File: config.mk
export PLATFORM = sky130hd
export DESIGN_NAME = fwd_hazard_unit
export DESIGN_NICKNAME = d
export VERILOG_FILES = /design/src/rtl/fwd_hazard_pkg.sv /design/src/rtl/fwd_hazard_unit_match.sv /design/src/rtl/fwd_hazard_unit.sv
export SDC_FILE = /design/constraint.sdc
export NUM_CORES = 1
export LEC_CHECK = 0
export BUFFER_PORTS_ARGS = -buffer_cell sky130_fd_sc_hd__buf_4
export CAP_MARGIN = 0
export CORE_UTILIZATION = 48
export DETAILED_ROUTE_END_ITERATION = 16
export GPL_ROUTABILITY_DRIVEN = 0
export PLACE_DENSITY = 0.78
export SETUP_SLACK_MARGIN = 0.02
export SYNTH_ARGS = -nofsm -noshare
export SYNTH_HDL_FRONTEND = slang
export SYNTH_SLANG_ARGS = --single-unit
File: constraint.sdc
create_clock -name clk -period 1.7 [get_ports clk]
set_input_delay 0.085 -clock clk [delete_from_list [all_inputs] [get_ports clk]]
set_output_delay 0.085 -clock clk [all_outputs]
set_load 0.005 [all_outputs]
File: src/rtl/fwd_hazard_pkg.sv
// fwd_hazard_pkg: shared constants and shadow-pipeline entry type for fwd_hazard_unit
package fwd_hazard_pkg;
    localparam int FWD_SEL_REGFILE = 0;
    localparam int REG_X0 = 0;
    // rd is stored at a fixed maximum width so one entry type serves every NREG
    localparam int RIDX_MAX_W = 8;
    typedef struct packed {
        logic valid;
        logic [RIDX_MAX_W-1:0] rd;
        logic is_load;
    } entry_t;
endpackage

File: src/rtl/fwd_hazard_unit_match.sv
// fwd_src_match: youngest-producer search for one EX source operand
module fwd_src_match
    import fwd_hazard_pkg::*;
#(
    parameter int DEPTH = 2,
    parameter int LOAD_READY_STAGE = 2,
    parameter int RIDX_W = 5,
    parameter int SEL_W = 2
) (
    input  entry_t [DEPTH:1]    ent_i,
    input  logic [RIDX_W-1:0]   rs_i,
    input  logic                used_i,
    output logic [SEL_W-1:0]    fwd_sel_o,
    output logic                hazard_o
);
    logic found;
    always_comb begin
        found = 1'b0;
        fwd_sel_o = SEL_W'(FWD_SEL_REGFILE);
        hazard_o = 1'b0;
        for (int k = 1; k <= DEPTH; k++) begin
            if (!found && used_i && ent_i[k].valid && rs_i != RIDX_W'(REG_X0) && ent_i[k].rd == RIDX_MAX_W'(rs_i)) begin
                found = 1'b1;
                hazard_o = ent_i[k].is_load && k < LOAD_READY_STAGE;
                fwd_sel_o = hazard_o ? SEL_W'(FWD_SEL_REGFILE) : SEL_W'(k);
            end
        end
    end
endmodule

File: src/rtl/fwd_hazard_unit.sv
// fwd_hazard_unit: operand forwarding select and load-use stall for the EX stage
// Optional perf counters under `define FWD_HAZARD_PERF_EN.
module fwd_hazard_unit
    import fwd_hazard_pkg::*;
#(
    parameter int NREG = 32,
    parameter int RIDX_W = $clog2(NREG),
    parameter int NSRC = 2,
    parameter int DEPTH = 2,
    parameter int LOAD_READY_STAGE = 2,
    parameter int SEL_W = $clog2(DEPTH + 1)
) (
    input  logic                    clk,
    input  logic                    rst,
    input  logic                    hold,
    input  logic                    flush,
    input  logic                    ex_valid,
    input  logic [RIDX_W-1:0]       ex_rd,
    input  logic                    ex_we,
    input  logic                    ex_is_load,
    input  logic [NSRC*RIDX_W-1:0]  ex_rs_flat,
    input  logic [NSRC-1:0]         ex_rs_used,
    output logic [NSRC*SEL_W-1:0]   fwd_sel_flat,
    output logic                    stall
`ifdef FWD_HAZARD_PERF_EN
    ,
    output logic [31:0]             perf_stall_cnt,
    output logic [31:0]             perf_fwd_cnt
`endif
);
    entry_t [DEPTH:1] ent_q, ent_d;
    logic [NSRC-1:0] hazard;
    genvar i;
    generate
        for (i = 0; i < NSRC; i++) begin : g_src
            fwd_src_match #(
                .DEPTH(DEPTH),
                .LOAD_READY_STAGE(LOAD_READY_STAGE),
                .RIDX_W(RIDX_W),
                .SEL_W(SEL_W)
            ) u_match (
                .ent_i(ent_q),
                .rs_i(ex_rs_flat[i*RIDX_W +: RIDX_W]),
                .used_i(ex_rs_used[i]),
                .fwd_sel_o(fwd_sel_flat[i*SEL_W +: SEL_W]),
                .hazard_o(hazard[i])
            );
        end
    endgenerate
    assign stall = ex_valid & ~flush & (|hazard);
    // a stalled consumer leaves a bubble in stage 1 while older entries age
    always_comb begin
        ent_d = ent_q;
        for (int k = DEPTH; k >= 2; k--) ent_d[k] = ent_q[k-1];
        ent_d[1].valid = ex_valid & ex_we & (ex_rd != RIDX_W'(REG_X0)) & ~flush & ~stall;
        ent_d[1].rd = RIDX_MAX_W'(ex_rd);
        ent_d[1].is_load = ex_is_load;
    end
    always_ff @(posedge clk or posedge rst) begin
        if (rst) ent_q <= '0;
        else if (!hold) ent_q <= ent_d;
    end
`ifdef FWD_HAZARD_PERF_EN
    logic [31:0] stall_cnt_q, fwd_cnt_q;
    always_ff @(posedge clk or posedge rst) begin
        if (rst) begin
            stall_cnt_q <= '0;
            fwd_cnt_q <= '0;
        end else if (!hold) begin
            if (stall) stall_cnt_q <= stall_cnt_q + 32'd1;
            else if (|fwd_sel_flat) fwd_cnt_q <= fwd_cnt_q + 32'd1;
        end
    end
    assign perf_stall_cnt = stall_cnt_q;
    assign perf_fwd_cnt = fwd_cnt_q;
`endif
endmodule

Word level (Yosys, flattened, before mapping)
Index checks and enable logic that the tools add are counted.
Operators by class
  $add $sub $neg: 0
  $mul: 0
  divide/modulo/power cells: 0
  $lt $le $gt $ge: 0
  equal/unequal tests: 4
  shift operators: 0
  multiplexer cells: 11
  bitwise logic cells: 8
  reductions and logical operators: 20
Operator list (count)
  $eq A5 B5 Y1: 4
  $reduce_bool A5 Y1: 3
  $logic_and A1 B1 Y1: 14
  $mux W1: 8
  $and A1 B1 Y1: 6
  $mux W2: 3
  $logic_not A1 Y1: 2
  $not A1 Y1: 2
  $reduce_or A2 Y1: 1
Storage, ports and cells
  register bits after elaboration: 13
  bits in latches: 0
  RAM bits: 0
  bits in read-only memories: 0
  input port bits: 24
  output and inout port bits: 5
  word-level logic and storage cells: 48
  memories kept: 0

Longest topological paths before layout
  depth in word-level cells: 14
  gate-level depth with buffers: 4

Cells and area by module
Synthesis repeated with hierarchy kept, for this count alone.
Unflattened totals
  cell total of the unflattened synthesis: 80
  area total of the unflattened synthesis: 989.7 µm²
By module, submodules not included
  fwd_hazard_unit: times used 1, cells an instance 38, area an instance 619.3 µm²
  fwd_src_match: times used 2, cells an instance 21, area an instance 185.2 µm²

Least setup slack after synthesis
Ideal clock, no wire load.
  kind: flip-flop to output port
  start: register ent_q (netlist bit ent_d[11])
  end: output stall
  arrival: 1192 ps
  setup slack: 423 ps
  cell stages (with the launch flop): 5
  path buffers: 0
  cells stage by stage: dfrtp_1 -> xnor2_1 -> nand4_1 -> or3_1 -> a21oi_1
Between the ends
  cells in the longest elaborated chain, start to end: 11
RTL lines
  from (decl): line fwd_hazard_unit.sv:31  | entry_t [DEPTH:1] ent_q, ent_d;
  from (signal assigned): line fwd_hazard_unit.sv:61  | else if (!hold) ent_q <= ent_d;
  $eq A5 B5 Y1: line fwd_hazard_unit_match.sv:22  | if (!found && used_i && ent_i[k].valid && rs_i != RIDX_W'(REG_X0) && ent_i[k].rd == RIDX_MAX_W'(rs_i)) begin
  $logic_and A1 B1 Y1: line fwd_hazard_unit_match.sv:22
  $mux W1: line fwd_hazard_unit_match.sv:22
  $logic_not A1 Y1: line fwd_hazard_unit_match.sv:22
  $logic_and A1 B1 Y1 (4 in series): line fwd_hazard_unit_match.sv:22
  $mux W1: line fwd_hazard_unit_match.sv:22
  $reduce_or A2 Y1 (*): line fwd_hazard_unit.sv:50  | assign stall = ex_valid & ~flush & (|hazard);
  $and A1 B1 Y1 (*): line fwd_hazard_unit.sv:50
  to (decl): line fwd_hazard_unit.sv:24  | output logic stall
Mark *: on every way between the ends. The rest lies on a longest branch, timed or not.

Worst setup path after layout
  start: register ent_q (netlist bit ent_d[15])
  end: output stall
The elaborated chain is that of the path after synthesis.

==> flow_metrics.py <==
metrics = {
    "logic_synthesis": {
        "synth_area_leader_cell": "dfrtp_1",
        "synth_top_area_share_pct": 40.2,
        "yosysSeqAreaShare_pct": 40.2,
        "netlist_instances": 74,
        "synth.most_common_cell": "dfrtp_1",
        "synth_cell_type_count": 22,
        "yosys-top-cells-area": "dfrtp_1, mux2_2, xnor2_1, xor2_1, nor3_1",
        "synth_common_cells": "dfrtp_1, mux2_2, xnor2_1",
        "syn_area_um2": 810,
        "syn_nets": 98,
        "avgSynthCellArea_um2": 10.9,
        "synth-seq-cells": 13,
        "synth-async-reset-ratio_pct": 100,
        "synth_ff_type": "dfrtp_1",
        "synth_edf_count": 0,
        "yosysWarningCount": 0,
    },
    "worst_hold_path": {
        "hold_depth": 2,
        "hp-class": "input pin to flop",
    },
    "setup_path": {
        "cp_max_fo": 4,
        "cp.required_ns": 1.62,
        "crit_chain": "xnor2_2 -> nand4_1 -> or3_4 -> a21oi_2 -> buf_4",
        "cp-start-kind": "flop",
        "worstPathArrival_ns": 1.62,
        "path_buf_inv": 1,
        "path_depth": 5,
        "worst-setup-path-type": "flop to output pin",
        "critPathCaptureType": "output pin",
        "ff2ff_path_depth": 5,
        "crit_family": "simple AND/OR/NAND/NOR gates",
        "cpMaxStageDelayCell": "dfrtp_2",
        "critPathMaxStageDelay_ns": 0.46,
    },
    "placed_design": {
        "placed_cell_area_um2": 1040,
        "dp_cells": 117,
        "portBuffers": 28,
        "place.detailed.hpwl_um": 1450,
    },
    "global_routing": {
        "antenna_found_initial": 0,
        "grt_pass1_wl_um": 3120,
        "grt_pass1_vias": 706,
        "grt_max_degree": 15,
        "grtUsageTotal_pct": 23.3,
        "overflow": 0,
    },
    "timing": {
        "hold_viol_final": 0,
        "fin_crit_sh_pct": 101,
        "tightest_slew_ns": 0.497,
        "fin_ws_ns": -0.00897,
        "max_freq_mhz": 585,
        "maxSlewViolCount": 0,
        "hold_slack_ns": 0.0334,
        "maxSlewHeadroom_pct": 66.8,
        "finalClockSkew_ns": 0.00952,
        "rsz0062_at_grt": "yes",
        "setup_viol": 1,
        "period_needed_ns": 1.71,
    },
    "floorplan": {
        "fp.dieH_um": 43.1,
        "start_util_pct": 52.5,
        "ios": 29,
        "dieArea_um2": 1850,
        "die_x_um": 43.1,
        "core_um2": 1540,
        "rows": 14,
    },
    "routing": {
        "drtIter0Drc": 7,
        "firstDrtPassIters": 4,
        "via_per_inst": 5.44,
        "vias": 686,
        "antenna_left": 0,
        "wl_um": 1930,
        "wl_per_cell_um": 15.3,
        "drc": 0,
    },
    "layout": {
        "area_growth_pct": 46.1,
        "final_layout_size_suffix_gt1_share_pct": 57.3,
        "fin_area_um2": 1180,
        "final_cell_count_no_fill": 126,
        "antenna-diode-count": 0,
        "finalCoreUtilization_pct": 76.7,
        "nets": 135,
    },
    "cts": {
        "h-tree-depth": 1,
        "clk_latency_ns": 0.28,
        "cts_buffers": 3,
        "clkTransAtPathRegs_ns": 0.09,
        "cts_root_buf": "clkbuf_4",
        "cts_tree": "yes",
        "cts_buffer_depth": 2,
        "cts_num_sinks": 13,
    },
    "power": {
        "power_density_nw_per_um2": 693,
        "p_leak_nw": 0.514,
        "vdd_drop_max_mv": 0.507,
        "finalPower_mw": 0.819,
    },
    "outcome": {
        "violations": "negative setup slack",
        "outcome": "finished with violations",
    },
    "job": {
        "maxCapViolCount": 0,
    },
}
==> worst register-to-register path: stages (launching register included) <==
cell and delay, ns:
dfrtp_2 0.46, xnor2_1 0.16, nand2_1 0.09, buf_4 0.15, nor3_4 0.20, o31ai_1 0.10
==> power breakdown <==
part | internal [mW] | switching [mW] | total, mW
sequential | 0.347 | 0.0473 | 0.394
clock | 0.0908 | 0.104 | 0.194
combinational | 0.139 | 0.0914 | 0.231
total | 0.577 | 0.242 | 0.819
==> state kept, by name, summed over array words and instances (netlist names) <==
register / count
ent_d: 7
ent_q: 6
==> timing repair <==
action | CTS | global route
pin swaps | 8 | 7
hold buffers | 1 | 0
buffers inserted | 3 | 1
setup endpoints to repair | 4 | 5
hold endpoints to repair | 13 | 0
gates cloned | 0 | 0
gates resized for setup | 9 | 7
==> worst paths after layout <==
| kind | endpoint | slack [ns] | start |
|---|---|---|---|
| worst max register to register | ent_d[19] | 0.45 | ent_d[12] |
| worst min register to register | ent_q[19] | 0.57 | ent_q[19] |
| max in group asynchronous | ent_d[15] | 0.95 | rst |
| min in group asynchronous | ent_d[11] | 0.38 | rst |
| worst min-delay path | ent_d[10] | 0.03 | ex_is_load |
| worst max-delay path | stall | -0.009 | ent_d[15] |
==> layer usage <==
| layer | vias up | track usage, % | share of wire, % |
|---|---|---|---|
| li1 | 339 | - | - |
| met1 | 322 | 29.2 | 45 |
| met2 | 23 | 40.9 | 50 |
| met3 | 2 | 3.83 | 4.2 |
| met4 | 0 | 7.27 | 0.62 |
| met5 | - | 0 | 0 |
==> per-stage QoR <==
| step | TNS, ns | worst slack, ns |
|---|---|---|
| floorplan | 0 | 0.423 |
| global placement | 0 | 0.210 |
| detailed placement | 0 | 0.193 |
| CTS | -0.0248 | -0.0242 |
| global route | -0.367 | -0.126 |
| finish | -0.00897 | -0.00897 |
==> final cells by class <==
class | count | area [um^2]
repair buffers | 33 | 250
inverters | 1 | 3.75
clock buffers | 4 | 26.3
well taps | 16 | 20.0
flip-flops and latches | 13 | 328
fillers | 103 | 359
multi-input cells | 59 | 554
==> kinds of logic (layout without fill, tap and decap cells) <==
family | Yosys count | in the layout | synth area share (%)
AND/OR/NAND/NOR | 21 | 21 | 15.6
XOR/XNOR | 20 | 20 | 21.6
flip-flops | 13 | 13 | 40.2
multiplexers | 12 | 12 | 16.7
AO/OA/AOI/OAI | 6 | 6 | 4.95
buffers and inverters | 2 | 38 | 0.926
==> cell usage in the layout (no fill, tap or decap), types with 3 or more instances in the layout <==
master / synthesis / routed
dfrtp_1: 13 / 11
buf_4: 0 / 32
xnor2_2: 0 / 3
mux2_2: 12 / 12
xnor2_1: 12 / 9
xor2_1: 8 / 8
clkbuf_4: 0 / 3
Power figures use the tool's default switching activity.
